File: src/rtl/iob2axi_burst_ctrl.sv
// -----------------------------------------------------------------------------
// iob2axi_burst_ctrl
//
// Upstream sequencer for the iob2axi bridge. A DMA command (direction, byte
// address, word count) is split into AXI4 bursts of at most 2**AXI_LEN_W
// beats that never cross a 4 KiB page. Each burst is started on the bridge
// control interface (run/direction/length) and its beats are moved over the
// bridge's native slave interface.
//
// Ports
//   clk_i, rst_i                 clock (rising edge), asynchronous reset (active-low)
//   cmd_valid_i/cmd_ready_o      command handshake; cmd_dir_i, cmd_addr_i, cmd_cnt_i
//   in_valid_i/in_data_i/in_ready_o     write-data stream (to memory)
//   out_valid_o/out_data_o/out_ready_i  read-data stream (from memory)
//   run_o, direction_o, length_o        bridge control (length = beats-1)
//   iob2axi_ready_i, iob2axi_error_i    bridge idle / error status
//   m_valid_o, m_addr_o, m_wdata_o, m_wstrb_o, m_rdata_i, m_ready_i
//                                       native request/response to the bridge
//   busy_o, done_o, err_o               command status
// -----------------------------------------------------------------------------
module iob2axi_burst_ctrl #(
    parameter int ADDR_W    = 24,
    parameter int DATA_W    = 32,
    parameter int CNT_W     = 16,
    parameter int AXI_LEN_W = 8
) (
    input  logic                 clk_i,
    input  logic                 rst_i,
    input  logic                 cmd_valid_i,
    output logic                 cmd_ready_o,
    input  logic                 cmd_dir_i,
    input  logic [ADDR_W-1:0]    cmd_addr_i,
    input  logic [CNT_W-1:0]     cmd_cnt_i,
    input  logic                 in_valid_i,
    input  logic [DATA_W-1:0]    in_data_i,
    output logic                 in_ready_o,
    output logic                 out_valid_o,
    output logic [DATA_W-1:0]    out_data_o,
    input  logic                 out_ready_i,
    output logic                 run_o,
    output logic                 direction_o,
    output logic [AXI_LEN_W-1:0] length_o,
    input  logic                 iob2axi_ready_i,
    input  logic                 iob2axi_error_i,
    output logic                 m_valid_o,
    output logic [ADDR_W-1:0]    m_addr_o,
    output logic [DATA_W-1:0]    m_wdata_o,
    output logic [DATA_W/8-1:0]  m_wstrb_o,
    input  logic [DATA_W-1:0]    m_rdata_i,
    input  logic                 m_ready_i,
    output logic                 busy_o,
    output logic                 done_o,
    output logic                 err_o
);

    localparam int NB     = DATA_W / 8;
    localparam int NB_LOG = $clog2(NB);
    localparam int RW     = CNT_W + 1;      // remaining-word counter width
    localparam int BW     = AXI_LEN_W + 1;  // beat counter width (up to 2**AXI_LEN_W)

    localparam logic [RW-1:0]     MAX_BEATS  = {{(RW-BW){1'b0}}, 1'b1, {AXI_LEN_W{1'b0}}};
    localparam logic [12:0]       PAGE_BYTES = 13'h1000;
    localparam logic [ADDR_W-1:0] ADDR_MASK  = ~ADDR_W'(NB - 1);

    localparam logic [2:0] S_IDLE  = 3'd0;
    localparam logic [2:0] S_CALC  = 3'd1;
    localparam logic [2:0] S_START = 3'd2;
    localparam logic [2:0] S_XFER  = 3'd3;
    localparam logic [2:0] S_DRAIN = 3'd4;
    localparam logic [2:0] S_FIN   = 3'd5;

    logic [2:0]           state_q, state_d;
    logic                 cmd_ready_q, cmd_ready_d;
    logic                 dir_q, dir_d;
    logic [ADDR_W-1:0]    addr_q, addr_d;
    logic [RW-1:0]        rem_q, rem_d;
    logic [BW-1:0]        beats_q, beats_d;
    logic [BW-1:0]        bcnt_q, bcnt_d;
    logic [AXI_LEN_W-1:0] length_q, length_d;
    logic                 run_q, run_d;
    logic                 busy_q, busy_d;
    logic                 done_q, done_d;
    logic                 err_q, err_d;
    logic                 err_seen_q, err_seen_d;
    logic                 out_valid_q, out_valid_d;
    logic [DATA_W-1:0]    out_data_q, out_data_d;

    logic                 xfer_s;
    logic                 rd_free_s;
    logic                 m_valid_s;
    logic                 beat_fire_s;
    logic                 err_now_s;
    logic [12:0]          room_s;
    logic [RW-1:0]        lim_s;
    logic [RW-1:0]        beats_s;

    // Native-side handshake: the run cycle itself carries no beat.
    always_comb begin
        xfer_s      = (state_q == S_XFER) && !run_q;
        rd_free_s   = !out_valid_q || out_ready_i;
        m_valid_s   = xfer_s ? (dir_q ? in_valid_i : rd_free_s) : 1'b0;
        beat_fire_s = m_valid_s && m_ready_i;
        err_now_s   = err_seen_q ||
                      (((state_q == S_XFER) || (state_q == S_DRAIN)) && iob2axi_error_i);
        // Words left in the current 4 KiB page, then clamp by count and burst limit.
        room_s      = (PAGE_BYTES - {1'b0, addr_q[11:0]}) >> NB_LOG;
        lim_s       = (rem_q < MAX_BEATS) ? rem_q : MAX_BEATS;
        beats_s     = (RW'(room_s) < lim_s) ? RW'(room_s) : lim_s;
    end

    // Next-state logic for the sequencer and all registered outputs.
    always_comb begin
        state_d     = state_q;
        dir_d       = dir_q;
        addr_d      = addr_q;
        rem_d       = rem_q;
        beats_d     = beats_q;
        bcnt_d      = bcnt_q;
        length_d    = length_q;
        run_d       = 1'b0;
        err_d       = err_q;
        err_seen_d  = err_now_s;
        out_valid_d = out_valid_q;
        out_data_d  = out_data_q;

        // Read output register: capture a beat, or release it on consumption.
        if (beat_fire_s && !dir_q) begin
            out_data_d  = m_rdata_i;
            out_valid_d = 1'b1;
        end else if (out_valid_q && out_ready_i) begin
            out_valid_d = 1'b0;
        end else begin
            out_valid_d = out_valid_q;
        end

        case (state_q)
            S_IDLE: begin
                if (cmd_valid_i && cmd_ready_q) begin
                    dir_d   = cmd_dir_i;
                    addr_d  = cmd_addr_i & ADDR_MASK;
                    rem_d   = {1'b0, cmd_cnt_i};
                    err_d   = 1'b0;
                    state_d = (cmd_cnt_i == {CNT_W{1'b0}}) ? S_FIN : S_CALC;
                end else begin
                    state_d = S_IDLE;
                end
            end
            S_CALC: begin
                beats_d    = BW'(beats_s);
                bcnt_d     = BW'(beats_s);
                length_d   = AXI_LEN_W'(beats_s - {{(RW-1){1'b0}}, 1'b1});
                err_seen_d = 1'b0;
                state_d    = S_START;
            end
            S_START: begin
                if (iob2axi_ready_i) begin
                    run_d   = 1'b1;
                    state_d = S_XFER;
                end else begin
                    state_d = S_START;
                end
            end
            S_XFER: begin
                if (beat_fire_s) begin
                    bcnt_d  = bcnt_q - {{AXI_LEN_W{1'b0}}, 1'b1};
                    state_d = (bcnt_q == {{AXI_LEN_W{1'b0}}, 1'b1}) ? S_DRAIN : S_XFER;
                end else begin
                    state_d = S_XFER;
                end
            end
            S_DRAIN: begin
                // Wait for the bridge to finish (write response) and the last
                // read beat to leave the output register.
                if (iob2axi_ready_i && !out_valid_q) begin
                    addr_d = addr_q + (ADDR_W'(beats_q) << NB_LOG);
                    rem_d  = rem_q - RW'(beats_q);
                    if (err_now_s) begin
                        err_d   = 1'b1;
                        state_d = S_FIN;
                    end else if (rem_d == {RW{1'b0}}) begin
                        state_d = S_FIN;
                    end else begin
                        state_d = S_CALC;
                    end
                end else begin
                    state_d = S_DRAIN;
                end
            end
            S_FIN: begin
                state_d = S_IDLE;
            end
            default: begin
                state_d = S_IDLE;
            end
        endcase

        cmd_ready_d = (state_d == S_IDLE);
        done_d      = (state_q == S_FIN);
        // busy covers the done cycle, which follows the FIN state.
        busy_d      = (state_d != S_IDLE) || (state_q == S_FIN);
    end

    // State and output registers.
    always_ff @(posedge clk_i or negedge rst_i) begin
        if (!rst_i) begin
            state_q     <= S_IDLE;
            cmd_ready_q <= 1'b0;
            dir_q       <= 1'b0;
            addr_q      <= {ADDR_W{1'b0}};
            rem_q       <= {RW{1'b0}};
            beats_q     <= {BW{1'b0}};
            bcnt_q      <= {BW{1'b0}};
            length_q    <= {AXI_LEN_W{1'b0}};
            run_q       <= 1'b0;
            busy_q      <= 1'b0;
            done_q      <= 1'b0;
            err_q       <= 1'b0;
            err_seen_q  <= 1'b0;
            out_valid_q <= 1'b0;
            out_data_q  <= {DATA_W{1'b0}};
        end else begin
            state_q     <= state_d;
            cmd_ready_q <= cmd_ready_d;
            dir_q       <= dir_d;
            addr_q      <= addr_d;
            rem_q       <= rem_d;
            beats_q     <= beats_d;
            bcnt_q      <= bcnt_d;
            length_q    <= length_d;
            run_q       <= run_d;
            busy_q      <= busy_d;
            done_q      <= done_d;
            err_q       <= err_d;
            err_seen_q  <= err_seen_d;
            out_valid_q <= out_valid_d;
            out_data_q  <= out_data_d;
        end
    end

    assign cmd_ready_o = cmd_ready_q;
    assign in_ready_o  = (xfer_s && dir_q) ? m_ready_i : 1'b0;
    assign out_valid_o = out_valid_q;
    assign out_data_o  = out_data_q;
    assign run_o       = run_q;
    assign direction_o = dir_q;
    assign length_o    = length_q;
    assign m_valid_o   = m_valid_s;
    assign m_addr_o    = addr_q;
    assign m_wdata_o   = (xfer_s && dir_q) ? in_data_i : {DATA_W{1'b0}};
    assign m_wstrb_o   = ((state_q == S_XFER) && dir_q) ? {NB{1'b1}} : {NB{1'b0}};
    assign busy_o      = busy_q;
    assign done_o      = done_q;
    assign err_o       = err_q;

endmodule
File: config.mk
export PLATFORM = sky130hd
export DESIGN_NAME = iob2axi_burst_ctrl
export DESIGN_NICKNAME = d
export VERILOG_FILES = /design/src/rtl/iob2axi_burst_ctrl.sv
export SDC_FILE = /design/constraint.sdc
export NUM_CORES = 1
export LEC_CHECK = 0
export CAP_MARGIN = 30
export CELL_PAD_IN_SITES_DETAIL_PLACEMENT = 0
export CELL_PAD_IN_SITES_GLOBAL_PLACEMENT = 1
export CORE_MARGIN = 3
export CORE_UTILIZATION = 37
export DETAILED_ROUTE_END_ITERATION = 7
export PLACE_DENSITY_LB_ADDON = 0.12
export REMOVE_ABC_BUFFERS = 1
export SETUP_SLACK_MARGIN = 0.15
export SYNTH_ARGS = -nofsm -noshare
export SYNTH_HDL_FRONTEND = slang
export SYNTH_SLANG_ARGS = --single-unit
File: constraint.sdc
create_clock -name clk_i -period 9.6 [get_ports clk_i]
set_input_delay 2.4 -clock clk_i [delete_from_list [all_inputs] [get_ports clk_i]]
set_output_delay 2.4 -clock clk_i [all_outputs]
set_load 0.03 [all_outputs]
==> flow_metrics.env <==
export IMPL_startpoint="out_ready_i"
export IMPL_yosysSeqAreaShare_pct=39.9
export IMPL_crit_path_start_kind="input pin"
export IMPL_synth_seq_cells=108
export IMPL_outcome="completed"
export IMPL_fp_dieH_um=141
export IMPL_regArea_mm2=0.00270
export IMPL_relSlewSlack_pct=37.5
export IMPL_internal_power_mw=0.994
export IMPL_antenna_left=0
export IMPL_totalPowerFinal_mw=1.60
export IMPL_min_period_over_period_pct=66.1
export IMPL_max_freq_ghz=0.158
export IMPL_fillers=1645
export IMPL_dp_hpwl_um=16000
export IMPL_grt_pass1_wl_um=33000
export IMPL_rsz0062_at_grt="no"
export IMPL_clockRootBuffer="clkbuf_16"
export IMPL_postCtsHoldBufs=0
export IMPL_rr_endpoint="length_o[6]$_DFFE_PN0P_"
export IMPL_p_switching_mw=0.603
export IMPL_grt_pass1_vias=6270
export IMPL_coreArea_mm2=0.0176
export IMPL_route_detailed_drc=0
export IMPL_io_buffers=217
export IMPL_die_w_um=141
export IMPL_io_pins=222
export IMPL_cp_end_kind="primary output"
export IMPL_cts_repair_resized=0
export IMPL_tritoncts="yes"
export IMPL_wl_per_cell_um=17.9
export IMPL_synth_enable_flop_cells=0
export IMPL_min_path_type="reg -> reg"
export IMPL_placementRows=48
export IMPL_power_leakage_nw=4.04
export IMPL_finalSetupTns_ps=0
export IMPL_antenna_found_initial=0
export IMPL_vdd_ir_drop_max_mv=0.109
export IMPL_crit_path_end="m_valid_o"
export IMPL_clock_path_buffers=2
export IMPL_slew_violations=0
export IMPL_cts_setup_buffers=0
export IMPL_critical_path_class="in -> out"
export IMPL_avgSynthCellArea_um2=9.17
export IMPL_multi_input_area_mm2=0.00381
export IMPL_clk_pin_slew_ps=70
export IMPL_power_frac_clock_pct=22.6
export IMPL_globalRouteOverflowTotal=0
export IMPL_worst_pin_slew_ps=932
export IMPL_synth_cell_types=65
export IMPL_vias=6299
export IMPL_finalCriticalPeriod_ps=6350
export IMPL_grt_max_degree=64
export IMPL_wl_um=20900
export IMPL_reg2reg_from="rem_q[14]$_DFFE_PN0P_"
export IMPL_timing_critical_path_fanout_max=2
export IMPL_setup_viol=0
export IMPL_diodes=0
export IMPL_crit_required_ps=7200
export IMPL_layout_cells_non_filler=1170
export IMPL_rrSetupSlack_ps=4880
export IMPL_arrival_ps=3950
export IMPL_synth_cells=739
export IMPL_ys_warn_count=0
export IMPL_grt_usage_pct=20.6
export IMPL_maxCapViolCount=0
export IMPL_h_tree_depth=3
export IMPL_r2r_cells=16
export IMPL_utilization_pct=53.6
export IMPL_cts_buffers=9
export IMPL_final_hold_viol_count=0
export IMPL_gp_congestion=0.899
export IMPL_fin_hold_ws_ps=469
export IMPL_netlist_area_mm2=0.00678
export IMPL_drive_gt1_share_pct=8.15
export IMPL_cts_sink_count=108
export IMPL_floorplan_die_area_mm2=0.0200
export IMPL_dr_pass1_iters=4
export IMPL_viasPerCell=5.38
export IMPL_syn2layout_area_growth_pct=39.1
export IMPL_p_sw_share_pct=37.8
export IMPL_place_inst=1154
export IMPL_drt_iter0_markers=333
export IMPL_comb_power_share_pct=42.5
export IMPL_sequentialPowerShare_pct=34.9
export IMPL_fin_skew_ps=12.9
export IMPL_powerDensity_mw_per_mm2=169
export IMPL_start_util_pct=38.5
export IMPL_async_flop_share_pct=100
export IMPL_synthFlopType="dfrtp_1"
export IMPL_clock_latency_ps=360
export IMPL_layout_nets=1087
## per-layer routing
metal / up-vias / track usage, % / wire length (µm)
li1: 3055 / - / -
met1: 3031 / 26.2 / 9110
met2: 187 / 35.5 / 10300
met3: 26 / 4.08 / 1060
met4: 0 / 5.97 / 401
met5: - / 0 / 0
## worst max-delay path, stage by stage
cell,delay (ps)
clkdlybuf4s50_1,480
nor3b_1,70
nor3_1,260
clkdlybuf4s50_1,730
## registers in the layout, summed over array words and instances (netlist names)
signal / flops
err_o: 1
done_o: 1
direction_o: 1
err_seen_q: 1
run_o: 1
out_valid_o: 1
state_q: 3
beats_q: 9
cmd_ready_o: 1
length_o: 8
rem_q: 17
bcnt_q: 9
busy_o: 1
out_data_o: 32
m_addr_o: 22
## Yosys cell counts (3+ instances only)
cell type / count / area [µm²]
buf_4: 5 / 37.5
and3_1: 3 / 18.8
ha_1: 32 / 400
mux2i_1: 5 / 50.1
a221o_1: 10 / 100
a21o_1: 7 / 52.6
nand3_1: 21 / 105
nor3_1: 16 / 80.1
or4_1: 4 / 30.0
o211ai_1: 7 / 52.6
o21ai_0: 53 / 265
nor2_1: 60 / 225
nand2b_1: 5 / 31.3
a22oi_1: 15 / 113
nand2_1: 70 / 263
xnor2_1: 24 / 210
or3_1: 12 / 75.1
a2111oi_0: 3 / 26.3
nor4_1: 8 / 50.1
a311oi_1: 5 / 43.8
buf_1: 4 / 15.0
a21boi_0: 3 / 22.5
inv_1: 29 / 109
xor2_1: 10 / 87.6
a211o_1: 4 / 35.0
o21a_1: 7 / 52.6
mux2_2: 32 / 360
and2_1: 36 / 225
o22ai_1: 5 / 31.3
nor2b_1: 8 / 50.1
a31oi_1: 7 / 43.8
dfrtp_1: 108 / 2700
a211oi_1: 5 / 37.5
nor3b_1: 6 / 45.0
nand4_1: 8 / 50.1
clkbuf_1: 26 / 97.6
or2_2: 9 / 56.3
o311a_1: 3 / 30.0
a21oi_1: 29 / 145
## placed cells by master (no fill, tap or decap), types with 6 or more instances in the layout
cell             instances
and2_1                  36
a21oi_1                 29
clkdlybuf4s50_1        216
o21a_1                   7
o21ai_0                 53
a22oi_1                 15
dfrtp_1                108
ha_1                    32
a221o_1                 10
o211ai_1                 7
nor3_1                  15
or3_1                   12
xor2_1                  10
clkbuf_16                9
or2_2                    9
nor3b_1                  6
a21o_1                   7
nand4_1                  8
xnor2_1                 24
nand2_1                 70
nand3_1                 21
a31oi_1                  7
mux2_2                  32
buf_4                    8
inv_1                   29
nor2_1                  58
nor4_1                   8
nor2b_1                  8
## power groups by stage
stage	registers, mW	clock network (mW)	logic, mW
finish	0.558	0.360	0.679
global route	0.565	0.393	0.739
CTS	0.558	0.374	0.685
detailed placement	0.566	0	0.682
global placement	0.563	0	0.668
floorplan	0.606	0	0.363
## worst min-delay path by stage
stage | start | to | depth (start not counted)
2_1_floorplan | bcnt_q[6]$_DFFE_PN0P_ | bcnt_q[6]$_DFFE_PN0P_ | 2
3_3_place_gp | length_o[3]$_DFFE_PN0P_ | length_o[3]$_DFFE_PN0P_ | 2
3_5_place_dp | length_o[3]$_DFFE_PN0P_ | length_o[3]$_DFFE_PN0P_ | 2
4_1_cts | length_o[3]$_DFFE_PN0P_ | length_o[3]$_DFFE_PN0P_ | 2
5_1_grt | length_o[3]$_DFFE_PN0P_ | length_o[3]$_DFFE_PN0P_ | 2
6_report | length_o[3]$_DFFE_PN0P_ | length_o[3]$_DFFE_PN0P_ | 2
## layout make-up
cell class                      count  area share [%]
Tap cell                          225            2.99
Sequential cell                   108            28.7
Timing Repair Buffer              225            23.7
Clock inverter                      6           0.491
Multi-Input combinational cell    567            40.5
Clock buffer                       10            2.54
Inverter                           29            1.15
## metrics by stage
| step | worst slack [ps] | instance area (µm²) |
|---|---|---|
| finish | 3250 | 9430 |
| global route | 3140 | 9430 |
| CTS | 3230 | 9430 |
| detailed placement | 3240 | 9140 |
| global placement | 3280 | 9130 |
| floorplan | 3990 | 6620 |
## logic make-up after synthesis
logic type	synth area share, %
mux	6.06
fa+ha+maj	6.50
compound gates	18.4
simple gates	20.6
xor+xnor	4.40
other cells	0.111
buf+inv	4.06
flops	39.9
(Power assumes the default switching activity.)
